$ cat src/rtl/apb_pkg.sv
// ---------------------------------------------------------------------------
// apb_pkg
// Shared definitions for the CPU-to-APB bridge:
//   - apb_state_e     : bridge FSM states (IDLE / SETUP / ACCESS)
//   - SIZE_*          : MemStrobeW access-size codes (2'b11 is handled as word)
//   - TIMEOUT_DEFAULT : default number of ACCESS cycles tolerated without PREADY
// ---------------------------------------------------------------------------
package apb_pkg;

  typedef enum logic [1:0] {
    ST_IDLE   = 2'd0,
    ST_SETUP  = 2'd1,
    ST_ACCESS = 2'd2
  } apb_state_e;

  localparam logic [1:0] SIZE_BYTE = 2'b00;
  localparam logic [1:0] SIZE_HALF = 2'b01;
  localparam logic [1:0] SIZE_WORD = 2'b10;

  localparam int unsigned TIMEOUT_DEFAULT = 255;

endpackage

$ cat src/rtl/apb_strobe_gen.sv
// ---------------------------------------------------------------------------
// apb_strobe_gen
// Purely combinational byte-lane logic for the bridge.
// Ports:
//   size       in  2   access size code (byte / half / word, 2'b11 = word)
//   addr_lo    in  2   low address bits of the access
//   wdata      in  32  right-aligned store data
//   strb       out 4   byte strobes for the addressed lanes
//   lane_data  out 32  store data replicated onto every lane
//   misaligned out 1   access does not sit on its natural boundary
// ---------------------------------------------------------------------------
module apb_strobe_gen
  import apb_pkg::*;
(
  input  logic [1:0]  size,
  input  logic [1:0]  addr_lo,
  input  logic [31:0] wdata,
  output logic [3:0]  strb,
  output logic [31:0] lane_data,
  output logic        misaligned
);

  logic is_byte;
  logic is_half;

  assign is_byte = (size == SIZE_BYTE);
  assign is_half = (size == SIZE_HALF);

  // Anything that is neither byte nor half (10 and 11) is a word access.
  assign misaligned = is_half ? addr_lo[0] : (is_byte ? 1'b0 : (addr_lo != 2'b00));

  for (genvar gi = 0; gi < 4; gi++) begin : g_lane
    // A lane is enabled when it is the addressed byte, belongs to the
    // addressed halfword, or always for a word.
    assign strb[gi] = is_byte ? (addr_lo == 2'(gi)) :
                      is_half ? (addr_lo[1] == 1'(gi / 2)) :
                                1'b1;

    // Replicate the right-aligned data so every lane carries the value the
    // slave will pick according to PSTRB.
    assign lane_data[8*gi +: 8] = is_byte ? wdata[7:0] :
                                  is_half ? wdata[8*(gi % 2) +: 8] :
                                            wdata[8*gi +: 8];
  end

endmodule

$ cat src/rtl/cpu_apb_bridge.sv
// ---------------------------------------------------------------------------
// cpu_apb_bridge
// Turns a load/store sitting in the CPU writeback-stage register into a
// single APB transfer, stalling the pipeline until the transfer completes.
// Ports:
//   clk, rst                  clock, asynchronous active-low reset
//   Wr_En / transEn           write / read request (write wins if both)
//   MemStrobeW                access size
//   ALUResultW / WriteDataW   byte address / right-aligned store data
//   StallW                    combinational freeze of the writeback register
//   store_done / load_valid   one-cycle completion pulses
//   ReadDataP                 last captured PRDATA
//   bus_err                   one-cycle pulse: slave error, timeout, misalignment
//   PSEL..PSTRB               registered APB master outputs
//   PRDATA, PREADY, PSLVERR   APB slave response
// ---------------------------------------------------------------------------
module cpu_apb_bridge
  import apb_pkg::*;
#(
  parameter int unsigned TIMEOUT_CYCLES = TIMEOUT_DEFAULT
) (
  input  logic        clk,
  input  logic        rst,
  input  logic        Wr_En,
  input  logic        transEn,
  input  logic [1:0]  MemStrobeW,
  input  logic [31:0] ALUResultW,
  input  logic [31:0] WriteDataW,
  output logic        StallW,
  output logic        store_done,
  output logic        load_valid,
  output logic [31:0] ReadDataP,
  output logic        bus_err,
  output logic        PSEL,
  output logic        PENABLE,
  output logic        PWRITE,
  output logic [31:0] PADDR,
  output logic [31:0] PWDATA,
  output logic [3:0]  PSTRB,
  input  logic [31:0] PRDATA,
  input  logic        PREADY,
  input  logic        PSLVERR
);

  // The wait counter counts completed no-PREADY ACCESS cycles; the cycle in
  // which it already holds TIMEOUT_CYCLES-1 is the last one allowed, so the
  // abort happens after exactly TIMEOUT_CYCLES ACCESS cycles.
  localparam logic [7:0] TIMEOUT_LAST = 8'(TIMEOUT_CYCLES - 1);

  apb_state_e  state_q, state_d;
  logic [7:0]  wait_cnt_q, wait_cnt_d;
  logic        psel_q, psel_d;
  logic        penable_q, penable_d;
  logic        pwrite_q, pwrite_d;
  logic [31:0] paddr_q, paddr_d;
  logic [31:0] pwdata_q, pwdata_d;
  logic [3:0]  pstrb_q, pstrb_d;
  logic [31:0] rdata_q, rdata_d;
  logic        store_done_q, store_done_d;
  logic        load_valid_q, load_valid_d;
  logic        bus_err_q, bus_err_d;

  logic [3:0]  lane_strb;
  logic [31:0] lane_data;
  logic        misaligned;
  logic        req_any;
  logic        aligned_req;
  logic        timeout_hit;

  apb_strobe_gen u_strobe_gen (
    .size       (MemStrobeW),
    .addr_lo    (ALUResultW[1:0]),
    .wdata      (WriteDataW),
    .strb       (lane_strb),
    .lane_data  (lane_data),
    .misaligned (misaligned)
  );

  assign req_any     = Wr_En | transEn;
  assign aligned_req = req_any & ~misaligned;
  assign timeout_hit = (state_q == ST_ACCESS) & ~PREADY & (wait_cnt_q == TIMEOUT_LAST);

  // Released in the completion/abort cycle so the writeback register loads
  // the next instruction on the same edge that retires this one. Gated by
  // rst so reset forces it low without waiting for a clock.
  assign StallW = rst & (((state_q == ST_IDLE) & aligned_req) |
                         (state_q == ST_SETUP) |
                         ((state_q == ST_ACCESS) & ~PREADY & ~timeout_hit));

  always_comb begin
    state_d      = state_q;
    wait_cnt_d   = wait_cnt_q;
    psel_d       = psel_q;
    penable_d    = penable_q;
    pwrite_d     = pwrite_q;
    paddr_d      = paddr_q;
    pwdata_d     = pwdata_q;
    pstrb_d      = pstrb_q;
    rdata_d      = rdata_q;
    store_done_d = 1'b0;
    load_valid_d = 1'b0;
    bus_err_d    = 1'b0;

    unique case (state_q)
      ST_IDLE: begin
        if (req_any) begin
          if (misaligned) begin
            // Rejected without touching the bus; the pipeline still gets its
            // completion pulse so it never waits on this access.
            bus_err_d = 1'b1;
            if (Wr_En) store_done_d = 1'b1;
            else       load_valid_d = 1'b1;
          end else begin
            state_d    = ST_SETUP;
            wait_cnt_d = 8'd0;
            psel_d     = 1'b1;
            penable_d  = 1'b0;
            pwrite_d   = Wr_En;
            paddr_d    = ALUResultW;
            // Reads keep strobes and write data at zero, as APB requires.
            pwdata_d   = Wr_En ? lane_data : 32'd0;
            pstrb_d    = Wr_En ? lane_strb : 4'd0;
          end
        end
      end

      ST_SETUP: begin
        state_d   = ST_ACCESS;
        penable_d = 1'b1;
      end

      ST_ACCESS: begin
        if (PREADY) begin
          state_d   = ST_IDLE;
          psel_d    = 1'b0;
          penable_d = 1'b0;
          bus_err_d = PSLVERR;
          if (pwrite_q) begin
            store_done_d = 1'b1;
          end else begin
            load_valid_d = 1'b1;
            rdata_d      = PRDATA;
          end
        end else if (timeout_hit) begin
          state_d   = ST_IDLE;
          psel_d    = 1'b0;
          penable_d = 1'b0;
          bus_err_d = 1'b1;
        end else begin
          wait_cnt_d = wait_cnt_q + 8'd1;
        end
      end

      default: begin
        state_d   = ST_IDLE;
        psel_d    = 1'b0;
        penable_d = 1'b0;
      end
    endcase
  end

  always_ff @(posedge clk or negedge rst) begin
    if (!rst) begin
      state_q      <= ST_IDLE;
      wait_cnt_q   <= 8'd0;
      psel_q       <= 1'b0;
      penable_q    <= 1'b0;
      pwrite_q     <= 1'b0;
      paddr_q      <= 32'd0;
      pwdata_q     <= 32'd0;
      pstrb_q      <= 4'd0;
      rdata_q      <= 32'd0;
      store_done_q <= 1'b0;
      load_valid_q <= 1'b0;
      bus_err_q    <= 1'b0;
    end else begin
      state_q      <= state_d;
      wait_cnt_q   <= wait_cnt_d;
      psel_q       <= psel_d;
      penable_q    <= penable_d;
      pwrite_q     <= pwrite_d;
      paddr_q      <= paddr_d;
      pwdata_q     <= pwdata_d;
      pstrb_q      <= pstrb_d;
      rdata_q      <= rdata_d;
      store_done_q <= store_done_d;
      load_valid_q <= load_valid_d;
      bus_err_q    <= bus_err_d;
    end
  end

  assign PSEL       = psel_q;
  assign PENABLE    = penable_q;
  assign PWRITE     = pwrite_q;
  assign PADDR      = paddr_q;
  assign PWDATA     = pwdata_q;
  assign PSTRB      = pstrb_q;
  assign ReadDataP  = rdata_q;
  assign store_done = store_done_q;
  assign load_valid = load_valid_q;
  assign bus_err    = bus_err_q;

endmodule

$ cat config.mk
export PLATFORM = sky130hd
export DESIGN_NAME = cpu_apb_bridge
export DESIGN_NICKNAME = d
export VERILOG_FILES = /design/src/rtl/apb_pkg.sv /design/src/rtl/apb_strobe_gen.sv /design/src/rtl/cpu_apb_bridge.sv
export SDC_FILE = /design/constraint.sdc
export NUM_CORES = 1
export LEC_CHECK = 0
export BUFFER_PORTS_ARGS = -buffer_cell sky130_fd_sc_hd__clkbuf_2
export CORE_UTILIZATION = 40
export CTS_BUF_LIST = sky130_fd_sc_hd__clkbuf_4 sky130_fd_sc_hd__clkbuf_8 sky130_fd_sc_hd__clkbuf_16
export DETAILED_ROUTE_END_ITERATION = 7
export PLACE_DENSITY = 0.69
export SKIP_LAST_GASP = 1
export SYNTH_ARGS = -nofsm -noshare
export SYNTH_HDL_FRONTEND = slang
export SYNTH_SLANG_ARGS = --single-unit
$ cat constraint.sdc
create_clock -name clk -period 2.3 [get_ports clk]
set_input_delay 0.575 -clock clk [delete_from_list [all_inputs] [get_ports clk]]
set_output_delay 0.575 -clock clk [all_outputs]
set_load 0.02 [all_outputs]
# After elaboration in Yosys (flattened, before gate mapping)
# Cells that the tools add are included.
# word_totals
wordCells	100
in_bits	104
output_inout_bits	107
reg_bits	116
# op_classes
reduce_logical	10
n_eq_ne	12
bitwise	15
mux	50
addsub	1
# ops
operator	n
2-to-1 mux 8 bit	9
2-to-1 mux 32 bit	1
2-to-1 mux 1 bit	28
one-hot mux 8 bit (2 select lines)	1
AND reduction 3 bit	3
adder 8 x 1 -> 8 bit, second input constant	1
equality test 8 bit, second input constant	1
2-to-1 mux 2 bit	4
!= test 2 bit, second input constant	4
bitwise AND 1 bit	6
equality test 2 x 1 -> 1 bit, second input constant	3
equality test 2 bit, second input constant	3
logical NOT 2 bit	3
NOT 1 bit	6
one-hot mux 1 bit (2 select lines)	3
one-hot mux 1 bit (3 select lines)	2
one-hot mux 2 bit (3 select lines)	1
AND reduction 5 bit	1
2-to-1 mux 4 bit	1
AND reduction 4 bit	1
nonzero test 2 bit	2
!= test 3 bit, second input constant	1
OR 1 bit	3

# Depth between registers and ports, before layout
# Gate-level depths: netlist of run 1.
# logic_depth
ltp_word	9
mapped_depth	7
mapped_depth_nobuf	6

# Cells and area by module
# A second synthesis of run 1 with hierarchy kept.
# unflattened
cells_unflattened	506
hier_area_um2	5143.7
# by_module_without_submodules
mod	seq_area_each_um2	n_inst	cells_each	area_each_um2
cpu_apb_bridge	2902.8	1	443	4621.9
apb_strobe_gen	0.0	1	63	521.8

# Least setup slack after synthesis of run 1
# OpenSTA, ideal clock, no wires.
# synth_path
path_type	input-to-output
startpoint	input port MemStrobeW[0]
endpoint	output port StallW
path_buffers	1
arrival_time_ns	1.712
slack_ns	0.013
t_required_ns	1.725
stages	5
cell_sequence	o21a_1 > or4_1 > buf_2 > clkinv_2 > o21a_1
# synth_via
elab_chain_cells	9
word_cells_on_any_way	10
classes_between	eq/ne (1); mux (2); bitwise (6); reduce/logical (1)
# synth_lines
item	line	text
from (decl)	cpu_apb_bridge.sv:26	input logic [1:0] MemStrobeW,
logical NOT 2 bit	apb_strobe_gen.sv:26	assign is_byte = (size == SIZE_BYTE);
2-to-1 mux 1 bit	apb_strobe_gen.sv:30	assign misaligned = is_half ? addr_lo[0] : (is_byte ? 1'b0 : (addr_lo != 2'b00));
2-to-1 mux 1 bit (*)	apb_strobe_gen.sv:30	
NOT 1 bit (no line) (*)	n/a	
bitwise AND 1 bit (*)	cpu_apb_bridge.sv:80	assign aligned_req = req_any & ~misaligned;
bitwise AND 1 bit (*)	cpu_apb_bridge.sv:86	assign StallW = rst & (((state_q == ST_IDLE) & aligned_req) |
OR 1 bit (*)	cpu_apb_bridge.sv:86	
OR 1 bit (*)	cpu_apb_bridge.sv:87	(state_q == ST_SETUP) |
bitwise AND 1 bit (*)	cpu_apb_bridge.sv:86	
to (decl)	cpu_apb_bridge.sv:29	output logic StallW,
# Every way passes the cells marked *; elsewhere a longest branch is shown, timed or not.

# Final worst setup path of run 1
# layout_path
startpoint	input port MemStrobeW[1]
endpoint	output port StallW
# Same word-level chain as after synthesis.

==> impl_metrics.env, run 1 <==
export IMPL_status="finished, violations left"
export IMPL_violations="negative setup slack"
export IMPL_drive_gt1_share_pct=44.2
export IMPL_finalSetupViolCount=1
export IMPL_io_pins=211
export IMPL_worstPathCellList="clkbuf_2 -> o21a_1 -> or4_4 -> clkinv_2 -> o21a_1 -> clkbuf_8"
export IMPL_seq_area_frac_synth_pct=57.8
export IMPL_vias=4269
export IMPL_fillers=1134
export IMPL_cp_slowest_stage_delay_ns=0.49
export IMPL_first_pass_iters=4
export IMPL_muxShareOfSynthArea_pct=12.4
export IMPL_yosys_warnings=0
export IMPL_htreeDepth=4
export IMPL_clock_skew_final_ns=0.00436
export IMPL_power_frac_seq_pct=36.9
export IMPL_synth_seq_cells=116
export IMPL_start_kind="primary input"
export IMPL_coreArea_um2=12100
export IMPL_syn_nets=596
export IMPL_ys_top_cells_by_area="dfrtp_1, nand2_1, mux2_2"
export IMPL_synthXorXnorAreaFrac_pct=0.523
export IMPL_avgSynthCellArea_um2=10.2
export IMPL_switchingPower_mw=3.30
export IMPL_arrival_ns=1.74
export IMPL_worst_slew_pin_slew_ns=0.836
export IMPL_syn_to_final_growth_pct=37.3
export IMPL_cp_required_ns=1.73
export IMPL_p_int_mw=5.60
export IMPL_setup_ws_ns=-0.0118
export IMPL_numCtsBuffers=17
export IMPL_clock_root_buffer="clkbuf_16"
export IMPL_holdCritPathClass="primary input to asynchronous set/reset pin"
export IMPL_cp_slowest_cell="or4_4"
export IMPL_maxCapViolCount=0
export IMPL_fin_crit_sh_pct=101
export IMPL_yosys_area_share_adder_pct=0.499
export IMPL_vias_per_cell=4.80
export IMPL_drt_wirelength_per_cell_um=14.4
export IMPL_grt_pass1_wl_um=20400
export IMPL_n_antenna_cell=0
export IMPL_dpl_hpwl_um=9070
export IMPL_synth_compound_area_share_pct=5.61
export IMPL_register_area_um2=2900
export IMPL_synthCells=490
export IMPL_synth_top_family_by_area="simple AND/OR/NAND/NOR gates"
export IMPL_multiInputGateArea_um2=1970
export IMPL_async_reset_ff_share_pct=100
export IMPL_min_period_ns=2.31
export IMPL_synth_edf_count=0
export IMPL_antenna_found_initial=0
export IMPL_netlist_area_um2=5020
export IMPL_drt_iter0_drc=187
export IMPL_cts_max_path_buffers=2
export IMPL_nets=817
export IMPL_clock_latency_ns=0.40
export IMPL_hold_viol=0
export IMPL_totalWireLength_um=12800
export IMPL_dieHeight_um=114
export IMPL_powerDensity_nw_per_um2=1290
export IMPL_yosys_area_share_simple_pct=19.0
export IMPL_fmax_ghz=0.433
export IMPL_cp_end_kind="primary output"
export IMPL_cp_max_fo=5
export IMPL_drv_slew=0
export IMPL_ant_nets=0
export IMPL_grt_ovfl_total=0
export IMPL_critPathKind="primary input to primary output"
export IMPL_final_util_pct=56.9
export IMPL_track_usage_pct=20.5
export IMPL_numPortBuffers=210
export IMPL_dieArea_um2=13000
export IMPL_synth_distinct_cells=39
export IMPL_synth_top_flop_cell="dfrtp_1"
export IMPL_power_frac_clock_pct=27.0
export IMPL_fp_dieW_um=114
export IMPL_slew_limit_headroom_pct=44.2
export IMPL_crit_top_cell="o21a_1"
export IMPL_ir_drop_v=0.000775
export IMPL_gp_congestion=0.908
export IMPL_ctsHoldBuffers=0
export IMPL_p_total_mw=8.89
export IMPL_power_leakage_nw=3.71
export IMPL_grt_pass1_vias=4042
export IMPL_cts_tree="done"
export IMPL_combPwrFrac_pct=36.1
export IMPL_clkSinkCount=116
export IMPL_rsz0062_at_grt="true"
export IMPL_grt_max_degree=117
export IMPL_swShare_pct=37.1
export IMPL_rows=40
export IMPL_drc=0
export IMPL_start_util_pct=41.4
export IMPL_clk_pin_slew_ns=0.05
export IMPL_yosysTopAreaCell="dfrtp_1"
export IMPL_yosys_area_top_type_share_pct=57.8
==> state kept, by name, summed over array words and instances, names as in the netlist, 2 cells and up <==
name / count
PSTRB: 4
wait_cnt_q: 8
PWDATA: 32
PADDR: 32
ReadDataP: 32
state_q: 2
==> stage by stage <==
step | cells | worst slack (ns) | TNS [ns] | hold slack, ns | instance area [um2]
5_1_grt | 890 | -0.0690 | -0.0690 | 0.340 | 6890
3_5_place_dp | 857 | -0.193 | -3.77 | 0.460 | 6270
4_1_cts | 889 | -0.0265 | -0.0265 | 0.311 | 6850
3_3_place_gp | 857 | -0.199 | -2.64 | 0.452 | 6270
2_1_floorplan | 490 | 0.0135 | 0 | 0.279 | 5020
6_report | 890 | -0.0118 | -0.0118 | 0.268 | 6890
==> cells by family after synthesis <==
family          Yosys count
simple gates            229
fa+ha+maj                 2
xor+xnor                  3
buf+inv                  34
flops                   116
compound gates           50
mux                      56
==> layer usage <==
layer	vias to the layer above	wire length (um)	share of wire, %	track usage, %
met4	0	269	2.1	8.83
met1	2008	5490	43	25.8
met3	20	804	6.3	5.47
met5	-	0	0	0
met2	162	6250	49	33.1
li1	2079	-	-	-
==> layout make-up <==
| cell class | instances | share of cell area, % |
|---|---|---|
| clock buffers | 24 | 7.12 |
| clock inverters | 6 | 0.799 |
| inverters | 5 | 0.290 |
| multi-input cells | 340 | 28.6 |
| flip-flops and latches | 116 | 42.1 |
| well taps | 168 | 3.05 |
| repair buffers | 231 | 18.1 |
==> path summary, 6_finish.rpt <==
| path | start | slack [ns] | end | depth (start not counted) |
|---|---|---|---|---|
| worst max-delay path | MemStrobeW[1] | -0.01 | StallW | 6 |
| worst min-delay path | rst | 0.27 | wait_cnt_q[2] | 2 |
| worst max register to register | state_q[1] | 0.53 | PSTRB[0] | 4 |
| worst min register to register | PWDATA[20] | 0.47 | PWDATA[20] | 2 |
| max in group asynchronous | rst | 1.56 | PWDATA[2] | 2 |
| min in group clk | ALUResultW[22] | 0.37 | PADDR[22] | 3 |
==> power by group through the flow <==
| stage | sequential (mW) | clock, mW | combinational [mW] |
|---|---|---|---|
| after detailed placement | 3.32 | 0 | 3.20 |
| after global placement | 3.27 | 0 | 3.14 |
| after global routing | 3.38 | 2.56 | 3.49 |
| after CTS | 3.30 | 2.47 | 3.24 |
| final | 3.28 | 2.40 | 3.21 |
| after floorplan | 4.26 | 0 | 1.01 |
==> worst max-delay path, delay by kind of cell <==
| family | cells | cell delay, ns |
|---|---|---|
| AND/OR/NAND/NOR | 1 | 0.49 |
| AO/OA/AOI/OAI | 2 | 0.33 |
| buffers and inverters | 3 | 0.34 |
==> layout by cell type (no fill, tap or decap), types with 3 or more instances in the layout <==
cell	n
xor2_1	3
buf_4	20
clkbuf_4	5
nand2_1	175
clkbuf_16	17
clkbuf_8	3
inv_1	4
mux2i_1	8
nor2_1	7
o21a_1	3
clkbuf_2	208
a21oi_1	6
dfrtp_1	115
o21ai_0	30
nand3_1	29
clkinv_2	6
mux2_2	48
nand4_1	3
==> cells in the mapped netlist, types with 2 or more instances <==
cell,number
mux2_2,48
a21o_1,2
mux2i_1,8
buf_1,2
nor4bb_1,2
inv_1,4
and3_1,2
and2_1,2
nand2_1,175
nor2_1,7
xor2_1,3
o21ai_0,31
nand4_1,3
dfrtp_1,116
clkbuf_1,9
ha_1,2
buf_6,8
buf_2,7
nand3_1,30
a21oi_1,6
o21a_1,3
buf_4,3
==> timing repair <==
action,CTS,global route
pin swaps,1,3
setup buffers,2,1
setup endpoints to repair,1,1
hold endpoints to repair,0,0
resized for setup,6,7
Note: power is estimated with default switching activity, not from simulation.
==> run 2: changes to the inputs <==
--- a/config.mk
+++ b/config.mk
@@ -5,6 +5,7 @@
 export SDC_FILE = /design/constraint.sdc
 export NUM_CORES = 1
 export LEC_CHECK = 0
+export ABC_AREA = 1
 export BUFFER_PORTS_ARGS = -buffer_cell sky130_fd_sc_hd__clkbuf_2
 export CORE_UTILIZATION = 40
 export CTS_BUF_LIST = sky130_fd_sc_hd__clkbuf_4 sky130_fd_sc_hd__clkbuf_8 sky130_fd_sc_hd__clkbuf_16
@@ -14,3 +15,4 @@
 export SYNTH_ARGS = -nofsm -noshare
 export SYNTH_HDL_FRONTEND = slang
 export SYNTH_SLANG_ARGS = --single-unit
+export TNS_END_PERCENT = 1
==> constraint.sdc (replaced) <==
create_clock -name clk -period 2.3 [get_ports clk]
set_input_delay 0.575 -clock clk [delete_from_list [all_inputs] [get_ports clk]]
set_output_delay 0.575 -clock clk [all_outputs]
set_load 0.1 [all_outputs]
==> run 2 against run 1 <==
- the run still ends with negative setup slack left
- routed wire length rose by 2.8%
- cell count is 13% higher
- clock skew up 0.0017 ns
- non-clock buffer count increased by 4
- critical endpoint unchanged
==> impl_metrics.env, run 2 <==
export IMPL_ant_nets=0
export IMPL_grt_pass1_wl_um=21400
export IMPL_drc=0
export IMPL_dieArea_um2=12800
export IMPL_fin_cells=1003
export IMPL_drt_wirelength_per_cell_um=13.1
export IMPL_reg2reg_from="wait_cnt_q[0]"
export IMPL_cp_max_fo=2
export IMPL_holdCritPathClass="primary input to asynchronous set/reset pin"
export IMPL_synth_edf_count=0
export IMPL_vias_per_cell=4.65
export IMPL_synth_top_flop_cell="dfrtp_1"
export IMPL_maxCapViolCount=0
export IMPL_async_reset_ff_share_pct=100
export IMPL_clk_pin_slew_ns=0.05
export IMPL_crit_family="flip-flops"
export IMPL_final_util_pct=57.2
export IMPL_ctsHoldBuffers=0
export IMPL_syn_to_final_growth_pct=39.3
export IMPL_io_pins=211
export IMPL_synth_most_common_cell="nand2_1"
export IMPL_setup_ws_ns=-0.0163
export IMPL_vias=4668
export IMPL_dpl_hpwl_um=8860
export IMPL_min_period_ns=2.32
export IMPL_drt_iter0_drc=244
export IMPL_yosys_top_cells_count="nand2_1, dfrtp_1, nand3_1"
export IMPL_clock_root_buffer="clkbuf_16"
export IMPL_reg2reg_setup_slack_ns=0.01
export IMPL_slew_limit_headroom_pct=51.4
export IMPL_violations="negative setup slack"
export IMPL_n_antenna_cell=0
export IMPL_reg2regPathDepth=18
export IMPL_numCtsBuffers=17
export IMPL_cp_end_kind="primary output"
export IMPL_drv_slew=0
export IMPL_track_usage_pct=21.5
export IMPL_drive_gt1_share_pct=33.9
export IMPL_clkSinkCount=116
export IMPL_netlist_area_um2=4950
export IMPL_cp_slowest_cell="dfrtp_1"
export IMPL_finalSetupViolCount=1
export IMPL_ys_top_cells_by_area="dfrtp_1, nand2_1, nand3_1"
export IMPL_cp_required_ns=1.73
export IMPL_fin_crit_sh_pct=101
export IMPL_grt_max_degree=117
export IMPL_seq_area_frac_synth_pct=58.6
export IMPL_arrival_ns=1.74
export IMPL_crit_end="StallW"
export IMPL_totalWireLength_um=13200
export IMPL_yosys_warnings=0
export IMPL_yosysTopAreaCell="dfrtp_1"
export IMPL_fp_dieW_um=113
export IMPL_cp_depth=9
export IMPL_crit_buf_inv=3
export IMPL_regToRegEndpoint="wait_cnt_q[6]"
export IMPL_yosys_area_top_type_share_pct=58.6
export IMPL_synth_distinct_cells=24
export IMPL_htreeDepth=4
export IMPL_clock_latency_ns=0.40
export IMPL_final_cell_area_um2=6900
export IMPL_synthCells=598
export IMPL_status="finished, violations left"
export IMPL_dieHeight_um=113
export IMPL_nets=932
export IMPL_cp_slowest_stage_delay_ns=0.39
export IMPL_antenna_found_initial=0
export IMPL_hold_viol=0
export IMPL_avgSynthCellArea_um2=8.28
export IMPL_clock_skew_final_ns=0.00605
export IMPL_worst_slew_pin_slew_ns=0.729
export IMPL_rsz0062_at_grt="true"
export IMPL_crit_top_cell="nand2_2"
export IMPL_syn_nets=704
export IMPL_rows=40
export IMPL_critPathKind="register to primary output"
export IMPL_worstPathCellList="inv_2 -> ha_4 -> inv_2 -> nor2_4 -> nand2_2 -> nand2_2 -> nand2_2 -> o21a_4 -> buf_12"
export IMPL_start_util_pct=41.0
export IMPL_final_cell_mix="nand2_1, clkbuf_2, dfrtp_1"
export IMPL_synth_seq_cells=116
export IMPL_grt_ovfl_total=0
export IMPL_dp_cells=960
export IMPL_grt_pass1_vias=4305
export IMPL_numPortBuffers=210
export IMPL_first_pass_iters=7
export IMPL_gp_congestion=0.850
export IMPL_dpl_instance_area_um2=6180
export IMPL_critPathLaunch="wait_cnt_q[0]"
export IMPL_cts_tree="done"
export IMPL_final_common_cell="nand2_1"
export IMPL_start_kind="register"
export IMPL_cts_max_path_buffers=2
export IMPL_coreArea_um2=12100
export IMPL_fmax_ghz=0.432
-- run 2: changes by cell type in the layout (fill, tap and decap cells not counted), moves of 15 or more --
cell	before	now
nand2_1	175	247
mux2_2	48	0
o21ai_1	0	29
nor2_1	7	34
inv_1	4	30
a21oi_1	6	22
nand3_1	29	44
-- run 2: per-layer routing --
layer / routed length [um] / up-vias / global-route usage (%)
met5: 0 / - / 0
met4: 212 / 0 / 9.04
li1: - / 2344 / -
met3: 888 / 19 / 5.89
met2: 6100 / 186 / 33.3
met1: 5970 / 2119 / 28.4
-- run 2: cell families after synthesis --
| family | Yosys count | share of synthesized area (%) |
|---|---|---|
| AND/OR/NAND/NOR | 339 | 27.3 |
| AO/OA/AOI/OAI | 77 | 7.91 |
| buffers and inverters | 63 | 5.51 |
| XOR/XNOR | 1 | 0.177 |
| adder cells (fa/ha/maj) | 2 | 0.505 |
| flip-flops | 116 | 58.6 |
-- run 2: worst min-delay path by stage --
stage	start	to	slack, ns
2_1_floorplan	rst	PADDR[0]	0.28
3_3_place_gp	ReadDataP[2]	ReadDataP[2]	0.45
3_5_place_dp	ReadDataP[20]	ReadDataP[20]	0.46
4_1_cts	rst	ReadDataP[25]	0.32
5_1_grt	rst	ReadDataP[25]	0.34
6_report	rst	ReadDataP[25]	0.31
-- run 2: area by class of cell --
class	instances	area (um2)
Clock buffer	22	488
Clock inverter	6	55.1
Fill cell	1144	5170
Inverter	37	139
Multi-Input combinational cell	419	1830
Sequential cell	116	2900
Tap cell	168	210
Timing Repair Buffer	235	1270
-- run 2: what timing repair did --
item | 4_1_cts | 5_1_grt
endpoints found under the setup margin | 1 | 6
resized for setup | 8 | 9
buffers inserted | 13 | 2
pin swaps | 4 | 5
-- run 2: through the flow --
step                hold slack [ns]  setup TNS (ns)  setup slack (ns)
floorplan                     0.279               0             0.174
global placement              0.454               0             0.236
detailed placement            0.457               0             0.159
CTS                           0.320         -0.0181           -0.0181
global route                  0.344          -0.521            -0.103
finish                        0.305         -0.0163           -0.0163
Power of run 2 is left out: the tool's default activity adds up to more than one toggle a clock period on the data nets, which glitch-free logic cannot reach.
